===== src/rtl/packet_receiver.sv =====
// Gigabit Ethernet RX framer: preamble/SFD strip, CRC-32/length/RX_ER check, FCS strip.
// Optional destination-address filter when RX_DA_FILTER_EN is defined.
module packet_receiver #(
  parameter int MIN_LEN = 64,
  parameter int MAX_LEN = 1518
) (
  input  logic        clk,
  input  logic        reset_n,
  input  logic [7:0]  phy_rx_demux_data,
  input  logic [1:0]  phy_rx_demux_ctl,
  input  logic [47:0] my_mac,
  output logic [7:0]  dout,
  output logic        dout_valid,
  output logic        dout_sop,
  output logic        dout_eop,
  output logic        frame_ok,
  output logic        frame_err,
  output logic [15:0] frame_count,
  output logic [15:0] err_count
);

  typedef enum logic [1:0] {
    S_WAIT,
    S_IDLE,
    S_PRE,
    S_DATA
  } state_t;

  localparam logic [31:0] POLY    = 32'hEDB8_8320;
  localparam logic [31:0] RESIDUE = 32'hDEBB_20E3;
  localparam logic [10:0] LEN_SAT = 11'd2047;

  state_t state, state_next;

  logic        r_dv;
  logic        r_er;
  logic [7:0]  r_data;
  logic [31:0] crc;
  logic [10:0] len;
  logic        err;
  logic [4:0][7:0] line;

  logic start;
  logic data_en;
  logic eof;
  logic da_ok;
  logic frame_good;

  function automatic logic [31:0] crc_step(
    input logic [31:0] c,
    input logic [7:0]  d
  );
    logic [31:0] x;
    x = c ^ {24'h0, d};
    for (int i = 0; i < 8; i++)
      x = x[0] ? ((x >> 1) ^ POLY) : (x >> 1);
    return x;
  endfunction

  // r_dv resets high so WAIT only exits on a real idle byte.
  always_ff @(posedge clk or negedge reset_n) begin
    if (!reset_n) begin
      r_dv   <= 1'b1;
      r_er   <= 1'b0;
      r_data <= 8'h00;
    end else begin
      r_dv   <= phy_rx_demux_ctl[0];
      r_er   <= phy_rx_demux_ctl[0] ^ phy_rx_demux_ctl[1];
      r_data <= phy_rx_demux_data;
    end
  end

  always_ff @(posedge clk or negedge reset_n) begin
    if (!reset_n) state <= S_WAIT;
    else          state <= state_next;
  end

  always_comb begin
    state_next = state;
    unique case (state)
      S_WAIT: if (!r_dv) state_next = S_IDLE;
      S_IDLE:
        if (r_dv)
          state_next = (r_data == 8'h55) ? S_PRE : S_WAIT;
      S_PRE:
        if (!r_dv)                 state_next = S_IDLE;
        else if (r_data == 8'hD5)  state_next = S_DATA;
        else if (r_data != 8'h55)  state_next = S_WAIT;
      S_DATA: if (!r_dv) state_next = S_IDLE;
      default: state_next = S_WAIT;
    endcase
  end

  assign start   = (state == S_PRE) && r_dv && (r_data == 8'hD5);
  assign data_en = (state == S_DATA) && r_dv;
  assign eof     = (state == S_DATA) && !r_dv;

`ifdef RX_DA_FILTER_EN
  logic       da_uc;
  logic       da_bc;
  logic [7:0] mac_byte;

  always_comb begin
    mac_byte = 8'h00;
    unique case (len[2:0])
      3'd0:    mac_byte = my_mac[47:40];
      3'd1:    mac_byte = my_mac[39:32];
      3'd2:    mac_byte = my_mac[31:24];
      3'd3:    mac_byte = my_mac[23:16];
      3'd4:    mac_byte = my_mac[15:8];
      3'd5:    mac_byte = my_mac[7:0];
      default: mac_byte = 8'h00;
    endcase
  end

  always_ff @(posedge clk or negedge reset_n) begin
    if (!reset_n) begin
      da_uc <= 1'b0;
      da_bc <= 1'b0;
    end else if (start) begin
      da_uc <= 1'b1;
      da_bc <= 1'b1;
    end else if (data_en && len < 11'd6) begin
      if (r_data != mac_byte) da_uc <= 1'b0;
      if (r_data != 8'hFF)    da_bc <= 1'b0;
    end
  end

  assign da_ok = (len >= 11'd6) && (da_uc || da_bc);
`else
  logic unused_mac;
  assign unused_mac = ^my_mac;
  assign da_ok      = 1'b1;
`endif

  assign frame_good = (crc == RESIDUE) && !err && da_ok
                   && (len >= 11'(MIN_LEN))
                   && (len <= 11'(MAX_LEN));

  always_ff @(posedge clk or negedge reset_n) begin
    if (!reset_n) begin
      crc         <= 32'hFFFF_FFFF;
      len         <= 11'd0;
      err         <= 1'b0;
      line        <= '0;
      dout        <= 8'h00;
      dout_valid  <= 1'b0;
      dout_sop    <= 1'b0;
      dout_eop    <= 1'b0;
      frame_ok    <= 1'b0;
      frame_err   <= 1'b0;
      frame_count <= 16'h0000;
      err_count   <= 16'h0000;
    end else begin
      dout_valid <= 1'b0;
      dout_sop   <= 1'b0;
      dout_eop   <= 1'b0;
      frame_ok   <= 1'b0;
      frame_err  <= 1'b0;
      if (start) begin
        crc <= 32'hFFFF_FFFF;
        len <= 11'd0;
        err <= 1'b0;
      end
      if (data_en) begin
        crc  <= crc_step(crc, r_data);
        err  <= err | r_er;
        line <= {line[3:0], r_data};
        if (len != LEN_SAT) len <= len + 11'd1;
        if (len >= 11'd5) begin
          dout       <= line[4];
          dout_valid <= 1'b1;
          dout_sop   <= (len == 11'd5);
        end
      end
      // Oldest byte is the last payload byte; the four younger ones are FCS.
      if (eof) begin
        if (len >= 11'd5) begin
          dout       <= line[4];
          dout_valid <= 1'b1;
          dout_sop   <= (len == 11'd5);
          dout_eop   <= 1'b1;
          frame_ok   <= frame_good;
          frame_err  <= !frame_good;
          if (frame_good) frame_count <= frame_count + 16'd1;
          else            err_count   <= err_count + 16'd1;
        end else begin
          err_count <= err_count + 16'd1;
        end
      end
    end
  end

endmodule


===== config.mk =====
export PLATFORM = sky130hd
export DESIGN_NAME = packet_receiver
export DESIGN_NICKNAME = d
export VERILOG_FILES = /design/src/rtl/packet_receiver.sv
export SDC_FILE = /design/constraint.sdc
export NUM_CORES = 1
export LEC_CHECK = 0
export CELL_PAD_IN_SITES_DETAIL_PLACEMENT = 1
export CELL_PAD_IN_SITES_GLOBAL_PLACEMENT = 1
export CORE_MARGIN = 2
export CORE_UTILIZATION = 45
export DETAILED_ROUTE_END_ITERATION = 8
export GPL_TIMING_DRIVEN = 0
export PLACE_DENSITY = 0.95
export SLEW_MARGIN = 20
export SYNTH_ARGS = -nofsm -noshare
export SYNTH_HDL_FRONTEND = slang
export SYNTH_SLANG_ARGS = --single-unit

===== constraint.sdc =====
create_clock -name clk -period 3.65 [get_ports clk]
set_input_delay 0.365 -clock clk [delete_from_list [all_inputs] [get_ports clk]]
set_output_delay 0.365 -clock clk [all_outputs]
set_load 0.005 [all_outputs]

Word-level counts from Yosys, hierarchy flattened
Index checks and enable logic that the tools add are counted.
{"block": "totals", "mem_count": 0, "mem_bits_ro": 0, "ram_bits": 0, "out_inout_bits": 45, "reg_bits": 141, "latchBits": 0, "wordCells": 107}
{"block": "op_classes", "shifts": 0, "div_mod_pow": 0, "mux": 41, "magnitude_cmp": 3, "n_eq_ne": 13, "reduce_logical": 16, "n_addsub": 3, "n_bitwise": 11, "mul": 0}
{"cell": "$mux W32", "n": 10}
{"cell": "$not A13 Y14", "n": 8}
{"cell": "$mux W11", "n": 3}
{"cell": "$add A16 B1 Y16 const B", "n": 2}
{"cell": "$eq A32 B32 Y1 const B", "n": 1}
{"cell": "$mux W16", "n": 2}
{"cell": "$mux W8", "n": 4}
{"cell": "$xor A32 B8 Y32", "n": 1}
{"cell": "$mux W1", "n": 15}
{"cell": "$mux W2", "n": 6}
{"cell": "$add A11 B1 Y11 const B", "n": 1}
{"cell": "$eq A11 B3 Y1 const B", "n": 1}
{"cell": "$ge A11 B3 Y1 const B", "n": 1}
{"cell": "$ge A11 B7 Y1 const B", "n": 1}
{"cell": "$le A11 B11 Y1 const B", "n": 1}
{"cell": "$ne A11 B11 Y1 const B", "n": 1}
{"cell": "$eq A8 B7 Y1 const B", "n": 1}
{"cell": "$eq A8 B8 Y1 const B", "n": 1}
{"cell": "$ne A8 B7 Y1 const B", "n": 1}
{"cell": "$logic_and A1 B1 Y1", "n": 7}
{"cell": "$ne A2 B2 Y1 const B", "n": 3}
{"cell": "$pmux W2 S3", "n": 1}
{"cell": "$reduce_and A3 Y1", "n": 2}
{"cell": "$eq A2 B2 Y1 const B", "n": 2}
{"cell": "9 further kinds", "n": 11}

Logic depth before layout (Yosys ltp)
{"block": "logic_depth", "depth_word": 18, "ltp_mapped": 8, "depth_no_buf": 7}

Worst setup path after synthesis
Ideal clock, no wire load.
{"block": "synth_timing", "path_kind": "register to register", "startpoint": "register len[7]", "endpoint": "register frame_count[1]", "path_buffers": 0, "path_slack_ps": 1563, "required_ps": 3525, "stages_incl_launch_ff": 5, "arrival_ps": 1963, "path_cell_list": "dfrtp_1 -> or4_1 -> o41a_1 -> nand2_1 -> mux2_2"}
{"block": "synth_via", "elab_chain_cells": 4, "word_cells_on_any_way": 6, "cone_classes": "order compare (3); reduce/logical (3)"}
{"element": "start, declared", "line_no": "39", "text": "logic [10:0] len;"}
{"element": "start signal, assigned", "line_no": "169", "text": "if (len != LEN_SAT) len <= len + 11'd1;"}
{"element": "$ge A11 B7 Y1", "line_no": "137", "text": "&& (len >= 11'(MIN_LEN))"}
{"element": "$logic_and A1 B1 Y1", "line_no": "137"}
{"element": "$logic_and A1 B1 Y1", "line_no": "138", "text": "&& (len <= 11'(MAX_LEN));"}
{"element": "$reduce_and A3 Y1 (no line) (*)"}
{"element": "end signal, assigned", "line_no": "185", "text": "if (frame_good) frame_count <= frame_count + 16'd1;"}
{"element": "end, declared", "line_no": "18", "text": "output logic [15:0] frame_count,"}
Mark *: on every way between the ends. The rest lies on a longest branch, timed or not.
A chain may end at the register's enable or synchronous reset.

Worst setup path in the final report
{"block": "layout_timing", "startpoint": "register len[7]", "endpoint": "register dout[2]"}
{"block": "layout_via", "elab_chain_cells": 5}
{"element": "$ge A11 B3 Y1 (*)", "line_no": "170, 178"}
{"element": "$mux W8", "line_no": "170", "text": "if (len >= 11'd5) begin"}
{"element": "$mux W8", "line_no": "165", "text": "if (data_en) begin"}
{"element": "$mux W8", "line_no": "178", "text": "if (len >= 11'd5) begin"}
{"element": "$mux W8 (*)", "line_no": "177", "text": "if (eof) begin"}
{"element": "end signal, assigned", "line_no": "171", "text": "dout <= line[4];"}
{"element": "end signal, assigned", "line_no": "179", "text": "dout <= line[4];"}
{"element": "end, declared", "line_no": "12", "text": "output logic [7:0] dout,"}
Marked as above.

==> run summary <==
The final design instance area without fill came out at 8140 um2. The critical path depth is 5. The initial antenna violation count came out at 0. The maximum vdd drop came out at 0.000330 V.

The leftover overflow at the end of global routing is 0. Of the total power, registers draw 0.415. After clock tree synthesis, the clock-pin slew on the worst setup and hold paths is 60 ps.

The total count of max-transition violations in the final report is 0. The switching power share of the total is 0.262. The slowest stage of the critical path is the o41ai_2 cell. The number of clock buffers added by TritonCTS is 17.

The power density of the placed cells came out at 497 nW/um2. The detail-routed net length per standard cell is 20.1 um. For this design the total switching power over the nets is 1.06 mW. For this configuration, the core starts out at a cell density of 0.460. The synthesized area divided by synthesized cell count is 10.3 um2. The number of synthesized flops with an enable pin is 0.

At the pin with the least slew margin, the transition time is 1110 ps. Walking the worst path, the cells encountered are or4_1 > o41ai_2 > inv_2 > nand2_1 > nand2_1. The number of nets in the synthesized netlist is 719.

The tightest min-delay check is of the in -> reg type. In this run the cell area measured after placement is 7510 um2. Compared with the post-synthesis result, the final layout area differs by 21.8%. The final route contains 5,242 vias.

The data required time of the worst path is 3970 ps. Counting distinct cell types in the post-synthesis netlist gives 48. The area of the die came out at 15,800 um2. The number of global-route vias before repair was 5,837. CTS saw 141 sinks.

The internal portion of the total power is 2.98 mW. Together, buffers and inverters on the worst path number 1. The area of the mapped netlist came out at 6680 um2. Setup repair after global routing left no endpoint under its margin.

The fraction of power consumed by combinational cells came out at 0.134. The data arrival time of the worst path came out at 3010 ps. The first global-routing pass estimated 31,200 um of wire. The peak clock frequency supported by timing came out at 372 MHz. The worst setup path is launched from a flop.

The standard-cell row count came out at 44. The fraction of the yosys area taken by sequential cells is 0.534. The post-route antenna net violation count is 0. The most common flop cell mapped by yosys is dfrtp_1. The most common library cell in the layout ignoring fill and taps is nand2_1. The vertical extent of the die came out at 126 um. The run finished with clean final reports.

The clock insertion delay at the later pin of the skew report came out at 440 ps. Using the TritonRoute via totals, the vias-per-cell ratio works out to 5.67. The number of nets in the layout came out at 796. The clock tree from TritonCTS is built.

Headroom to the max-slew limit came out at 0.255. The number of remaining DRC errors is 0. The critical path class is reg -> reg. The quantity of gates resized following cts came out at 0. The final core area utilization is 0.560. The die outline width is 126 um.

The floorplan step defined a core boundary enclosing 14,500 um2. The clock tree synthesis step divided the H-tree into 4 levels. The most numerous cell type found on the critical path is nand2_1. The share of final-layout standard cells stronger than drive strength 1 is 0.118. The final weighted congestion of routability-driven global placement came out at 0.864. The number of warning messages in the yosys log is 0. Buffers inserted to repair hold after CTS numbered 1.

The post-route clock period utilization is 0.736. Summed over all nets, the half-perimeter wirelength after detailed placement is 12,800 um. The first detailed-routing pass took 4 iterations. The top cell types in the final layout, fill and taps aside, are nand2_1 (160), dfrtp_1 (108), clkdlybuf4s50_1 (55).

The final hold slack is 365 ps. In this run the post-CTS setup repair buffer count came out at 0. The final worst slack came out at 963 ps.

The setup-violating endpoint count in the final report is 0. Entering global routing, the biggest net connects 96 pins. The count of max-cap constraint violations is 0. Along the worst path, the maximum fanout reaches 9. The clock arrives with 10.1 ps of skew. The hold violation total from the final report is 0.

The time the worst path needs with I/O delays and setup came out at 2690 ps. The post-placement setup slack is 988 ps. The root buffer cell chosen for the clock tree is clkbuf_16. The number of diodes added for antenna fixing came out at 0. Pin placement for this block handled 105 I/O pins. In this design, the largest share of critical-path delay is due to compound AO/OA/AOI/OAI gates.

The global-route usage over all layers is 0.251. The largest stage delay on the critical path came out at 960 ps. STA classifies the critical path endpoint as a flop. The number of buffers between clock root and the deepest sink came out at 2. The number of storage elements in the synthesis netlist is 141. Synthesis produced a netlist whose cell count is 650. The share of total power dissipated in the clock network is 0.452. The depth of the worst register-to-register path came out at 5. Summed over all cells, the static leakage comes to 3.79 nW. The fraction of registers with async set/reset came out at 1.00. The hold path depth is 1. The total routed wirelength is 18,600 um. After routing, the total negative slack on setup checks comes to 0 ps.

The number of design-rule violations left by the first detailed-router iteration is 336. The number of port buffers came out at 56.
-- cells in the mapped netlist, types with 2 or more instances --
master / count / area share
nor4bb_1: 3 / 0.0045
nor3_1: 35 / 0.026
nor4_1: 11 / 0.010
inv_1: 9 / 0.0051
a21oi_1: 28 / 0.021
xor2_1: 36 / 0.047
nor2_1: 9 / 0.0051
a31oi_1: 3 / 0.0028
xnor2_1: 54 / 0.071
and3_1: 12 / 0.011
and2_1: 7 / 0.0066
a2bb2oi_1: 3 / 0.0039
dfrtp_1: 108 / 0.40
ha_1: 9 / 0.017
mux2_2: 4 / 0.0067
dfstp_2: 33 / 0.13
nor2b_1: 2 / 0.0019
nand2_1: 160 / 0.090
clkbuf_1: 23 / 0.013
buf_2: 3 / 0.0022
a41o_1: 2 / 0.0030
xnor3_1: 3 / 0.010
o21ai_0: 20 / 0.015
and4b_1: 2 / 0.0030
nand3_1: 19 / 0.014
xnor2_2: 8 / 0.019
and4_1: 9 / 0.012
nand4_1: 14 / 0.013
a21o_1: 2 / 0.0022
-- cell families after synthesis --
kind of cell / count (synthesis) / synth area share
AO/OA/AOI/OAI: 69 / 0.0640
XOR/XNOR: 103 / 0.154
adder cells (fa/ha/maj): 9 / 0.0169
buffers and inverters: 36 / 0.0208
flip-flops: 141 / 0.534
multiplexers: 4 / 0.00674
AND/OR/NAND/NOR: 288 / 0.204
-- per-stage QoR --
| stage | std cells | total power, mW |
|---|---|---|
| 2_1_floorplan | 650 | 2.07 |
| 3_3_place_gp | 890 | 2.18 |
| 3_5_place_dp | 891 | 2.23 |
| 4_1_cts | 924 | 4.07 |
| 5_1_grt | 924 | 4.18 |
| 6_report | 924 | 4.04 |
-- worst register-to-register path, cell delays in order, from the launching register on --
cell,delay (ps)
dfrtp_1,460
or4_1,660
o41ai_2,960
inv_2,250
nand2_1,170
nand2_1,70
-- layer usage --
metal  vias to the layer above  share of wire  track usage
li1                       2377              -            -
met1                      2687           0.40        0.301
met2                       140           0.53        0.443
met3                        38          0.045       0.0459
met4                         0          0.027        0.114
met5                         -              0            0
-- layout make-up --
cell class,count,area (um2)
Fill cell,1587,6400
Sequential cell,141,3570
Multi-Input combinational cell,473,2970
Timing Repair Buffer,58,603
Clock buffer,18,439
Tap cell,184,230
Clock inverter,14,183
Buffer,26,101
Inverter,10,37.5
-- sequential cells by signal (all words and copies together), names as in the netlist, 2 cells and up --
| signal | flops |
|---|---|
| frame_count | 16 |
| crc | 32 |
| len | 11 |
| dout | 8 |
| state | 2 |
| line | 40 |
| err_count | 16 |
| r_data | 8 |
-- worst paths after layout --
check	from	end	slack, ps
max	len[7]$_DFF_PN0_	dout[2]$_DFF_PN0_	960
min	phy_rx_demux_data[5]	r_data[5]$_DFF_PN0_	360
max reg2reg	len[7]$_DFF_PN0_	dout[2]$_DFF_PN0_	960
min reg2reg	frame_count[15]$_DFFE_PN0P_	frame_count[15]$_DFFE_PN0P_	470
max in group asynchronous	reset_n	crc[23]$_DFFE_PN1P_	2420
min in group asynchronous	reset_n	err_count[14]$_DFFE_PN0P_	410
-- power by group through the flow --
| stage | clock [mW] | sequential [mW] | combinational (mW) |
|---|---|---|---|
| after floorplan | 0 | 1.68 | 0.389 |
| after global placement | 0 | 1.70 | 0.488 |
| after detailed placement | 0 | 1.70 | 0.529 |
| after CTS | 1.85 | 1.68 | 0.540 |
| after global routing | 1.93 | 1.68 | 0.577 |
| final | 1.83 | 1.68 | 0.541 |
(Power assumes the default switching activity.)
